**config.mk**
```make
export PLATFORM = sky130hd
export DESIGN_NAME = mvm_stream_arbiter
export DESIGN_NICKNAME = d
export VERILOG_FILES = /design/src/rtl/mvm_stream_arbiter.sv
export SDC_FILE = /design/constraint.sdc
export NUM_CORES = 1
export LEC_CHECK = 0
export BUFFER_PORTS_ARGS = -buffer_cell sky130_fd_sc_hd__buf_2
export CELL_PAD_IN_SITES_DETAIL_PLACEMENT = 0
export CELL_PAD_IN_SITES_GLOBAL_PLACEMENT = 1
export CORE_ASPECT_RATIO = 0.9
export CORE_UTILIZATION = 28
export DETAILED_ROUTE_END_ITERATION = 12
export PLACE_DENSITY = 0.77
export SLEW_MARGIN = 25
export SYNTH_ARGS = -nofsm -noshare
export SYNTH_HDL_FRONTEND = slang
export SYNTH_SLANG_ARGS = --single-unit
```
**constraint.sdc**
```tcl
create_clock -name clk -period 1.9 [get_ports clk]
set_clock_uncertainty 0.15 [all_clocks]
set_input_delay 0.095 -clock clk [delete_from_list [all_inputs] [get_ports clk]]
set_output_delay 0.095 -clock clk [all_outputs]
set_load 0.01 [all_outputs]
```
**src/rtl/mvm_stream_arbiter.sv**
```systemverilog
// rtl/mvm_stream_arbiter.sv - round-robin whole-transaction arbiter sharing one layer engine between two requesters
`timescale 1ns/1ps

module mvm_stream_arbiter #(
  parameter int N     = 8,
  parameter int M     = 8,
  parameter int WIDTH = 8
) (
  input  logic             clk,
  input  logic             reset,
  input  logic             s0_valid,
  output logic             s0_ready,
  input  logic [WIDTH-1:0] s0_data,
  output logic             m0_valid,
  input  logic             m0_ready,
  output logic [WIDTH-1:0] m0_data,
  input  logic             s1_valid,
  output logic             s1_ready,
  input  logic [WIDTH-1:0] s1_data,
  output logic             m1_valid,
  input  logic             m1_ready,
  output logic [WIDTH-1:0] m1_data,
  output logic             e_s_valid,
  input  logic             e_s_ready,
  output logic [WIDTH-1:0] e_s_data,
  input  logic             e_m_valid,
  output logic             e_m_ready,
  input  logic [WIDTH-1:0] e_m_data,
  output logic             owner,
  output logic             busy
);

  localparam int ICW = $clog2(N + 1);
  localparam int OCW = $clog2(M + 1);

  typedef enum logic [1:0] {
    IDLE    = 2'd0,
    FWD_IN  = 2'd1,
    FWD_OUT = 2'd2
  } state_t;

  state_t         state, state_nxt;
  logic           owner_nxt;
  logic           last, last_nxt;
  logic [ICW-1:0] in_cnt, in_cnt_nxt;
  logic [OCW-1:0] out_cnt, out_cnt_nxt;
  logic           in_xfer, out_xfer;

  // State, grant and element counters; async reset discards any partial transaction
  always_ff @(posedge clk or posedge reset) begin
    if (reset) begin
      state   <= IDLE;
      owner   <= 1'b0;
      last    <= 1'b1;
      in_cnt  <= '0;
      out_cnt <= '0;
    end else begin
      state   <= state_nxt;
      owner   <= owner_nxt;
      last    <= last_nxt;
      in_cnt  <= in_cnt_nxt;
      out_cnt <= out_cnt_nxt;
    end
  end

  // Arbitration, stream routing to/from the owner, and transaction sequencing
  always_comb begin
    state_nxt   = state;
    owner_nxt   = owner;
    last_nxt    = last;
    in_cnt_nxt  = in_cnt;
    out_cnt_nxt = out_cnt;
    s0_ready    = 1'b0;
    s1_ready    = 1'b0;
    m0_valid    = 1'b0;
    m1_valid    = 1'b0;
    m0_data     = '0;
    m1_data     = '0;
    e_s_valid   = 1'b0;
    e_s_data    = '0;
    e_m_ready   = 1'b0;
    in_xfer     = 1'b0;
    out_xfer    = 1'b0;

    unique case (state)
      IDLE: begin
        // Contention goes to whoever did not finish last; a lone request wins outright
        if (s0_valid || s1_valid) begin
          owner_nxt  = (s0_valid && s1_valid) ? ~last : s1_valid;
          in_cnt_nxt = '0;
          state_nxt  = FWD_IN;
        end
      end

      FWD_IN: begin
        // Ready comes only from the engine and registered owner, never from sX_valid
        e_s_valid = owner ? s1_valid : s0_valid;
        e_s_data  = owner ? s1_data  : s0_data;
        if (owner) s1_ready = e_s_ready;
        else       s0_ready = e_s_ready;
        in_xfer = (owner ? s1_valid : s0_valid) && e_s_ready;
        if (in_xfer) begin
          in_cnt_nxt = in_cnt + ICW'(1);
          if (in_cnt == ICW'(N - 1)) begin
            out_cnt_nxt = '0;
            state_nxt   = FWD_OUT;
          end
        end
      end

      FWD_OUT: begin
        if (owner) begin
          m1_valid  = e_m_valid;
          m1_data   = e_m_data;
          e_m_ready = m1_ready;
        end else begin
          m0_valid  = e_m_valid;
          m0_data   = e_m_data;
          e_m_ready = m0_ready;
        end
        out_xfer = e_m_valid && (owner ? m1_ready : m0_ready);
        if (out_xfer) begin
          out_cnt_nxt = out_cnt + OCW'(1);
          if (out_cnt == OCW'(M - 1)) begin
            last_nxt  = owner;
            state_nxt = IDLE;
          end
        end
      end

      default: state_nxt = IDLE;
    endcase
  end

  assign busy = (state != IDLE);

endmodule

```
# After elaboration in Yosys (flattened, before gate mapping)

Cells that the tools add are included.
Widths: inputs -> output; s select.

Register bits after elaboration: 12
Input port bits: 32
Output and inout port bits: 32
Word-level logic and storage cells: 62

Add/sub/neg operators: 2
Eq/ne operators: 9
Muxes and demuxes: 32
Bitwise gates (word level): 1
Reduce and logical (&&, ||, !) cells: 13

Operators with widths:

| kind                | number |
|---|---|
| $mux 8              | 6 |
| $mux 4              | 5 |
| $pmux 4 s2          | 2 |
| $mux 1              | 13 |
| $mux 2              | 5 |
| $ne 2x2->1 const B  | 5 |
| $add 4x1->4 const B | 2 |
| $eq 4x3->1 const B  | 2 |
| $pmux 2 s3          | 1 |
| $reduce_and 3->1    | 2 |
| $reduce_bool 2->1   | 3 |
| $reduce_and 5->1    | 1 |
| $reduce_and 4->1    | 1 |
| $logic_and 1x1->1   | 3 |
| $eq 2x1->1 const B  | 1 |
| $eq 2x2->1 const B  | 1 |
| $logic_not 2->1     | 1 |
| $reduce_and 2->1    | 1 |
| $logic_or 1x1->1    | 1 |
| $not 1->1           | 1 |

# Logic depth before layout (Yosys ltp)

Gate-level depths: netlist of run 1.

Word-level depth: 4
Mapped depth: 5
Depth with buffers taken out: 4

# Worst setup path before layout of run 1

OpenSTA, ideal clock, no wires.

Path kind: register to register
From: register owner
To: register in_cnt[2]
Setup time: 0.122 ns
Arrival: 1.391 ns
Required time: 1.628 ns
Path slack: 0.237 ns
Cell stages (with the launch flop): 5
Buffers on the path: 1
Cell sequence: dfrtp_1 > buf_4 > mux2i_2 > or3b_4 > a32o_1

Longest elaborated chain between the ends: 4

Ends and longest elaborated chain:

| what                       | RTL line | RTL |
|---|---|---|
| start, declared            | 29       | `output logic owner,` |
| start signal, assigned     | 59       | `owner <= owner_nxt;` |
| $mux 1                     | 101      | `in_xfer = (owner ? s1_valid : s0_valid) && e_s_ready;` |
| $logic_and 1x1->1          | 101      |  |
| $ne 2x2->1 (no line)       | --       |  |
| $reduce_and 3->1 (no line) | --       |  |
| end signal, assigned       | 61       | `in_cnt <= in_cnt_nxt;` |
| end, declared              | 45       | `logic [ICW-1:0] in_cnt, in_cnt_nxt;` |

No other way between the ends.
A chain may end at the register's enable or synchronous reset.

# Final worst setup path of run 1

From: register state[0]
To: output m1_data[4]

Longest elaborated chain between the ends: 2

Ends and longest elaborated chain:

| what                   | RTL line | RTL |
|---|---|---|
| start, declared        | 42       | `state_t state, state_nxt;` |
| start signal, assigned | 58       | `state <= state_nxt;` |
| $eq 2x2->1             | 85       | `unique case (state)` |
| $mux 8                 | 85       |  |
| end, declared          | 22       | `output logic [WIDTH-1:0] m1_data,` |

No other way between the ends.

==> metrics.csv, run 1 <==
metric,value,unit
tightest_slew,477,ps
rows,19,
synth-seq-area-share,31.1,%
cts_tree,yes,
rsz0062_at_grt,no,
leakagePower,0.813,nW
setup_viol,0,
min_path_type,input port to flop,
drtPass1Iterations,4,
first_global_vias,991,
via_per_inst,4.89,
nets,216,
drt-initial-drc-count,12,
numPortBuffers,63,
design.core.area,3160,sq um
synth_area_leaders,"dfrtp_1 28%, mux2i_1 11%, and3_1 10%",
min_from,s1_valid,
die_h,57.8,microns
r2r-start,owner,
endpoint_kind,output pin,
start_util,30.6,%
clk_latency,240,ps
grt_max_degree,21,
fin_crit,1710,ps
die_x,64.0,microns
place_congestion,0.845,
critPathLaunchType,flop,
avgSynthCellArea,8.42,sq um
fin_area,1420,sq um
yosys_warnings,0,
diodes,0,
num_io_pins,64,
cts-root-buf,clkbuf_8,
cp_max_fo,16,
syn_inst,115,
path_clk_slew,50,ps
finalHoldViolations,0,
cts_buffers,3,
die_area,3700,sq um
grt_pass1_wl,4200,microns
synth_fp_nets,149,
ys_types,36,
drc,0,
hpwl,2020,microns
cts_buffer_depth,2,
worstSetupStartpoint,state[0],
final_max_slew_viol_count,0,
max_cap_violations,0,
post-route-period-util,89.9,%
vias,1090,
area_growth,46.9,%
ys_ff_latch,12,
dpl_cell_area,1330,sq um
outcome,"finished, final reports clean",
syn_area,968,sq um
setup_tns,0,ps
arrival,1460,ps
synth_top_area_cell,dfrtp_1,
antenna_found_initial,0,
final.setup.worst_slack,192,ps
track_usage,14.6,%
yosysTopAreaCellShare,28.4,%
path_class,flop to output pin,
vdd_drop_max,608,uV
totalWireLength,2520,microns
cts_htree_levels,1,
fmax,585,MHz
cellPowerDensity,1090,nW/um^2
wl_per_cell,11.3,microns
place_ws,198,ps
crit_required,1650,ps
drive_above_1_share,43.1,%
clkSinkCount,12,
reg2reg_slack,250,ps
final_common_cell,buf_2,
final_cell_mix,"63 x buf_2, 16 x and3_1, 15 x nor2_1",
grt.overflow.total,0,
final_antenna_net_count,0,
slew_headroom,68.2,%
-- area by class of cell --
type	instances	area, sq um
multi-input cells	91	626
clock buffers	4	55.1
repair buffers	69	369
well taps	42	52.6
inverters	5	18.8
fillers	304	1740
flip-flops and latches	12	302
-- power by group --
group	switching (mW)	internal, mW	total [mW]
combinational	0.465	0.373	0.837
sequential	0.0989	0.340	0.439
clock	0.0959	0.183	0.279
-- flip-flops by register name, indices dropped and copies added, names as in the netlist --
register / flops
out_cnt: 4
in_cnt: 4
owner: 1
last: 1
state: 2
-- synth_stat cells --
cell / n
dfstp_2: 1
nor4_2: 1
a21oi_1: 1
buf_4: 1
buf_2: 2
clkbuf_2: 1
clkbuf_1: 3
o31ai_1: 1
mux2i_2: 1
nor2_1: 15
o41ai_1: 1
o211ai_1: 1
mux2i_1: 11
or3_1: 1
or4_1: 1
or4bb_1: 2
o22ai_1: 1
or3b_4: 1
nand3b_1: 3
and3_1: 16
a31oi_1: 1
nor3_1: 5
inv_1: 5
nor2b_1: 1
o21bai_1: 1
nand2_1: 2
o2bb2ai_1: 1
nor4b_1: 1
nand3_1: 3
ha_1: 2
dfrtp_1: 11
mux2_2: 1
o21ai_0: 9
a32o_1: 1
a31o_2: 1
nand2b_1: 5
-- what timing repair did --
action | CTS | global route
gates resized for setup | 0 | 3
hold buffers | 2 | 0
hold endpoints to repair | 12 | 0
setup buffers | 0 | 0
endpoints found under the setup margin | 0 | 16
-- critical path, stage by stage (launching register included) --
cell and delay, ps:
dfrtp_1 410, buf_4 170, nor2b_2 150, buf_4 190
and3_1 180, buf_2 130
-- layer usage --
layer | vias to the layer above | part of all wire, % | GRT usage, %
met2 | 57 | 48 | 27.7
met5 | - | 0 | 0
li1 | 553 | - | -
met3 | 4 | 8.4 | 1.38
met1 | 476 | 42 | 15.9
met4 | 0 | 1.7 | 8.12
-- metrics by stage --
stage | hold slack, ps | cells | utilization [%] | power [mW]
finish | 28.1 | 223 | 45.0 | 1.56
global route | 73.7 | 223 | 45.0 | 1.69
CTS | 32.3 | 223 | 44.5 | 1.55
detailed placement | -15.0 | 217 | 42.1 | 1.26
global placement | -16.1 | 217 | 42.1 | 1.25
floorplan | -191 | 115 | - | 0.986
-- kinds of logic (layout without fill, tap and decap cells) --
kind of cell | Yosys count | in the layout | share of synthesized area [%]
buf+inv | 12 | 78 | 5.43
mux | 13 | 13 | 14.0
simple gates | 57 | 57 | 34.4
fa+ha+maj | 2 | 2 | 2.58
flops | 12 | 12 | 31.1
compound gates | 19 | 19 | 12.5
-- path summary, 6_finish.rpt --
kind,end,cells past startpoint
max,m1_data[4],5
min,owner,3
max reg2reg,in_cnt[2],3
min reg2reg,out_cnt[3],2
max in group asynchronous,last,3
min in group asynchronous,out_cnt[1],3
(Power assumes the default switching activity.)
==> run 2: changes to the inputs <==
- CORE_UTILIZATION: 28 -> 29
- CTS_BUF_LIST: not set -> sky130_fd_sc_hd__clkbuf_8
- PLACE_DENSITY: 0.77 -> 0.8
==> run 2 against run 1 <==
Effect of this change:
- combinational power about the same
- count of clock-buffer cells in the layout stayed put
- sequential share of layout area fell by 0.24 points
- maximum frequency fell by 2.0%
- worst hold slack got worse by 12 ps
- via count increased by 3.5%
- total power rose by 1.8%
- first-iteration DRC count rose to 5.8 times the previous value
- clock power about the same
- sequential cell count did not move
- non-clock buffer count grew 2
- die area shrank 3.3%
- critical endpoint is now e_s_valid
- largest power group unchanged
==> metrics.csv, run 2 (same netlist as run 1, synthesis figures left out) <==
metric,value,unit
nets,218,
critPathBufInv,2,
rsz0062_at_grt,no,
grt.overflow.total,0,
cellPowerDensity,1100,nW/um^2
antenna_found_initial,0,
clk_latency,250,ps
utilization,46.2,%
fin_area,1440,sq um
diodes,0,
p_int,905,uW
cp_max_fo,4,
reg.largest.list,"in_cnt x4, out_cnt x4, state x2",
p_sw,678,uW
critPathLaunchType,flop,
swShare,42.8,%
final_max_slew_viol_count,0,
via_per_inst,5.01,
total_power,1.58,mW
vdd_drop_max,586,uV
design.core.area,3110,sq um
track_usage,15.8,%
power_frac_clock,17.8,%
hpwl,2200,microns
die_h,56.8,microns
area_growth,48.6,%
fin_crit,1740,ps
fmax,574,MHz
arrival,1500,ps
final_common_cell,buf_2,
die_x,62.9,microns
min_path_type,input port to flop,
max_cap_violations,0,
tightest_slew,479,ps
path_class,flop to output pin,
place_congestion,0.773,
grt_pass1_wl,4420,microns
first_global_vias,971,
final_cell_mix,"63 x buf_2, 16 x and3_1, 15 x nor2_1",
totalWireLength,2810,microns
seqPwrFrac,29.1,%
cts_htree_levels,1,
comb_power_share,53.1,%
slew_headroom,68.0,%
endpoint_kind,output pin,
final_antenna_net_count,0,
num_io_pins,64,
cts-root-buf,clkbuf_8,
setup_viol,0,
rows,19,
numPortBuffers,63,
finalHoldWorstSlack,15.8,ps
cts_buffers,3,
dpl_cell_area,1350,sq um
drtPass1Iterations,4,
finalHoldViolations,0,
outcome,"finished, final reports clean",
vias,1128,
drive_above_1_share,43.7,%
slowest_stage,dfrtp_1,
grt_max_degree,19,
wl_per_cell,12.5,microns
clkSinkCount,12,
setup_tns,0,ps
critical-path-max-stage-delay,450,ps
drc,0,
cts_buffer_depth,2,
die_area,3570,sq um
start_util,31.1,%
cts_setup_buffers,0,
leakagePower,0.821,nW
path_cells,mux2i_2 -> buf_4 -> nor2_1 -> buf_2,
critPathTopFamily,flip-flops,
post-route-period-util,91.7,%
cts_tree,yes,
drt-initial-drc-count,69,
path_clk_slew,50,ps
crit_required,1650,ps
-- run 2: through the flow --
stage	instances	setup WS, ps
2_1_floorplan	115	237
3_3_place_gp	219	190
3_5_place_dp	219	139
4_1_cts	225	118
5_1_grt	225	91.8
6_report	225	158
-- run 2: final timing paths --
| kind | cells after the start | to | slack [ps] | from |
|---|---|---|---|---|
| worst max-delay path | 4 | e_s_valid | 160 | owner |
| worst min-delay path | 3 | owner | 20 | s1_valid |
| worst max register to register | 4 | out_cnt[3] | 210 | state[0] |
| worst min register to register | 1 | in_cnt[0] | 430 | in_cnt[0] |
| max in group asynchronous | 3 | last | 990 | reset |
| min in group asynchronous | 3 | out_cnt[3] | 250 | reset |
-- run 2: tightest hold or removal path, stage by stage --
cell and delay, ps:
buf_2 130, nand2b_1 70, a31oi_1 70
-- run 2: what timing repair did --
item	in CTS	in global routing
resized for setup	1	2
hold buffers	2	0
hold endpoints to repair	12	0
setup endpoints to repair	16	3
-- run 2: power groups by stage --
stage,Clock [mW],Sequential (mW),Combinational (mW)
2_1_floorplan,0,0.401,0.585
3_3_place_gp,0,0.447,0.826
3_5_place_dp,0,0.450,0.832
4_1_cts,0.293,0.449,0.838
5_1_grt,0.300,0.475,0.925
6_report,0.282,0.460,0.840
-- run 2: area by class of cell --
cell class	count	area (sq um)
Clock buffer	4	55.1
Tap cell	42	52.6
Sequential cell	12	302
Fill cell	308	1680
Multi-Input combinational cell	91	631
Timing Repair Buffer	71	380
Inverter	5	18.8
-- run 2: metal layers --
metal,vias to the layer above,wire length (microns),track usage (%)
met5,-,0,0
met1,519,1320,20.5
met3,5,185,4.47
met4,0,30,4.98
met2,50,1280,25.0
li1,554,-,-
==> run 3: changes to the inputs <==
- CORE_MARGIN: not set -> 3
==> run 3 against run 2 <==
Effect of this change:
- sequential power fell by 2%
- global-route usage fell by 2.1 points
- highest routed layer is now met3
- register-to-register slack got worse by 40 ps
- worst hold slack improved by 16 ps
- critical path type is now flop to flop
- via count rose by 0.71%
- sequential share of layout area rose by 0.35 points
- die area rose by 14%
- total power fell by 1.6%
- largest cell class unchanged
- critical path depth fell by 1
- cell count fell by 0.44%
- worst setup slack improved by 16 ps
- combinational power fell by 2%
==> metrics.csv, run 3 (same netlist as run 1, synthesis figures left out) <==
metric,value,unit
outcome,"finished, final reports clean",
place_congestion,0.785,
rows,19,
final_max_slew_viol_count,0,
grt_pass1_wl,4260,microns
die_area,4070,sq um
drt-initial-drc-count,101,
start_util,31.1,%
post-route-period-util,90.8,%
drtPass1Iterations,4,
cts_resized,0,
path_clk_slew,60,ps
cts_tree,yes,
power_frac_clock,18.2,%
cellPowerDensity,1100,nW/um^2
die_x,66.9,microns
num_io_pins,64,
slew_headroom,68.9,%
p_int,894,uW
comb_power_share,52.8,%
arrival,1690,ps
tightest_slew,466,ps
critPathBufInv,0,
critPathLaunchType,flop,
leakagePower,0.816,nW
fin_area,1420,sq um
final_antenna_net_count,0,
path_cells,nand3b_1 -> nor4_2 -> o211ai_1,
cts_buffer_depth,2,
setup_viol,0,
track_usage,13.7,%
grt.overflow.total,0,
critical-path-max-stage-delay,490,ps
design.core.area,3110,sq um
finalHoldViolations,0,
total_power,1.56,mW
endpoint_kind,flop,
critPathTopFamily,simple AND/OR/NAND/NOR gates,
vdd_drop_max,550,uV
reg2reg_slack,170,ps
cts_buffers,3,
swShare,42.6,%
drc,0,
fillers,320,
cp_max_fo,9,
cts-root-buf,clkbuf_8,
max_cap_violations,0,
utilization,45.4,%
rsz0062_at_grt,no,
clk_latency,240,ps
area_growth,46.1,%
via_per_inst,5.07,
diodes,0,
clkSinkCount,12,
vias,1136,
setup_tns,0,ps
fmax,579,MHz
reg.largest.list,"in_cnt x4, out_cnt x4, state x2",
hpwl,2230,microns
totalWireLength,2830,microns
fin_crit,1730,ps
cts_setup_buffers,0,
final_cell_mix,"63 x buf_2, 16 x and3_1, 15 x nor2_1",
min_path_type,input port to flop,
slowest_stage,nor4_2,
nets,217,
cts_htree_levels,1,
first_global_vias,965,
die_h,60.8,microns
antenna_found_initial,0,
p_sw,664,uW
seqPwrFrac,29.0,%
path_class,flop to flop,
final_common_cell,buf_2,
crit_required,1860,ps
wl_per_cell,12.6,microns
drive_above_1_share,42.9,%
grt_max_degree,19,
dpl_cell_area,1340,sq um
numPortBuffers,63,
-- run 3: changes by cell type in the layout (fill, tap and decap cells not counted) --
| cell | previous run | this run |
|---|---|---|
| buf_4 | 6 | 5 |
| nor2b_1 | 0 | 1 |
| nor2b_4 | 1 | 0 |
| nor4_2 | 0 | 1 |
| nor4_4 | 1 | 0 |
-- run 3: area by class of cell --
class                   instances  area (sq um)  share of cell area (%)
flip-flops and latches         12           302                    21.3
clock buffers                   4          55.1                    3.89
repair buffers                 70           373                    26.3
well taps                      42          52.6                    3.71
multi-input cells              91           614                    43.4
inverters                       5          18.8                    1.33
-- run 3: power by group through the flow --
stage / Combinational [mW] / Clock [mW] / Sequential (mW)
3_3_place_gp: 0.811 / 0 / 0.445
6_report: 0.823 / 0.284 / 0.452
4_1_cts: 0.831 / 0.291 / 0.449
3_5_place_dp: 0.825 / 0 / 0.453
5_1_grt: 0.921 / 0.309 / 0.469
2_1_floorplan: 0.585 / 0 / 0.401
-- run 3: layer usage --
metal,GRT usage (%),part of all wire [%],vias up
met5,0,0,-
met4,2.60,0,0
met3,5.19,9.0,0
met2,21.5,46,51
met1,18.3,45,529
li1,-,-,556
-- run 3: worst reg2reg max path, stage by stage (launching register included) --
cell      delay, ps
dfrtp_1         480
nand3b_1        320
nor4_2          490
o211ai_1        160
-- run 3: worst paths after layout --
kind,depth (start not counted),end,startpoint
worst max-delay path,3,out_cnt[3],state[1]
worst min-delay path,3,owner,s1_valid
worst max register to register,3,out_cnt[3],state[1]
worst min register to register,1,in_cnt[3],in_cnt[3]
max in group asynchronous,3,last,reset
min in group asynchronous,3,out_cnt[0],reset
-- run 3: stage by stage --
step	cells	setup WS, ps	hold slack (ps)
final	224	174	31.5
after global placement	218	286	-24.1
after global routing	224	17.0	46.7
after floorplan	115	237	-191
after detailed placement	218	189	-22.1
after CTS	224	176	26.0
-- run 3: what timing repair did --
action,4_1_cts,5_1_grt
hold buffers,2,0
hold endpoints to repair,12,0
endpoints found under the setup margin,0,0
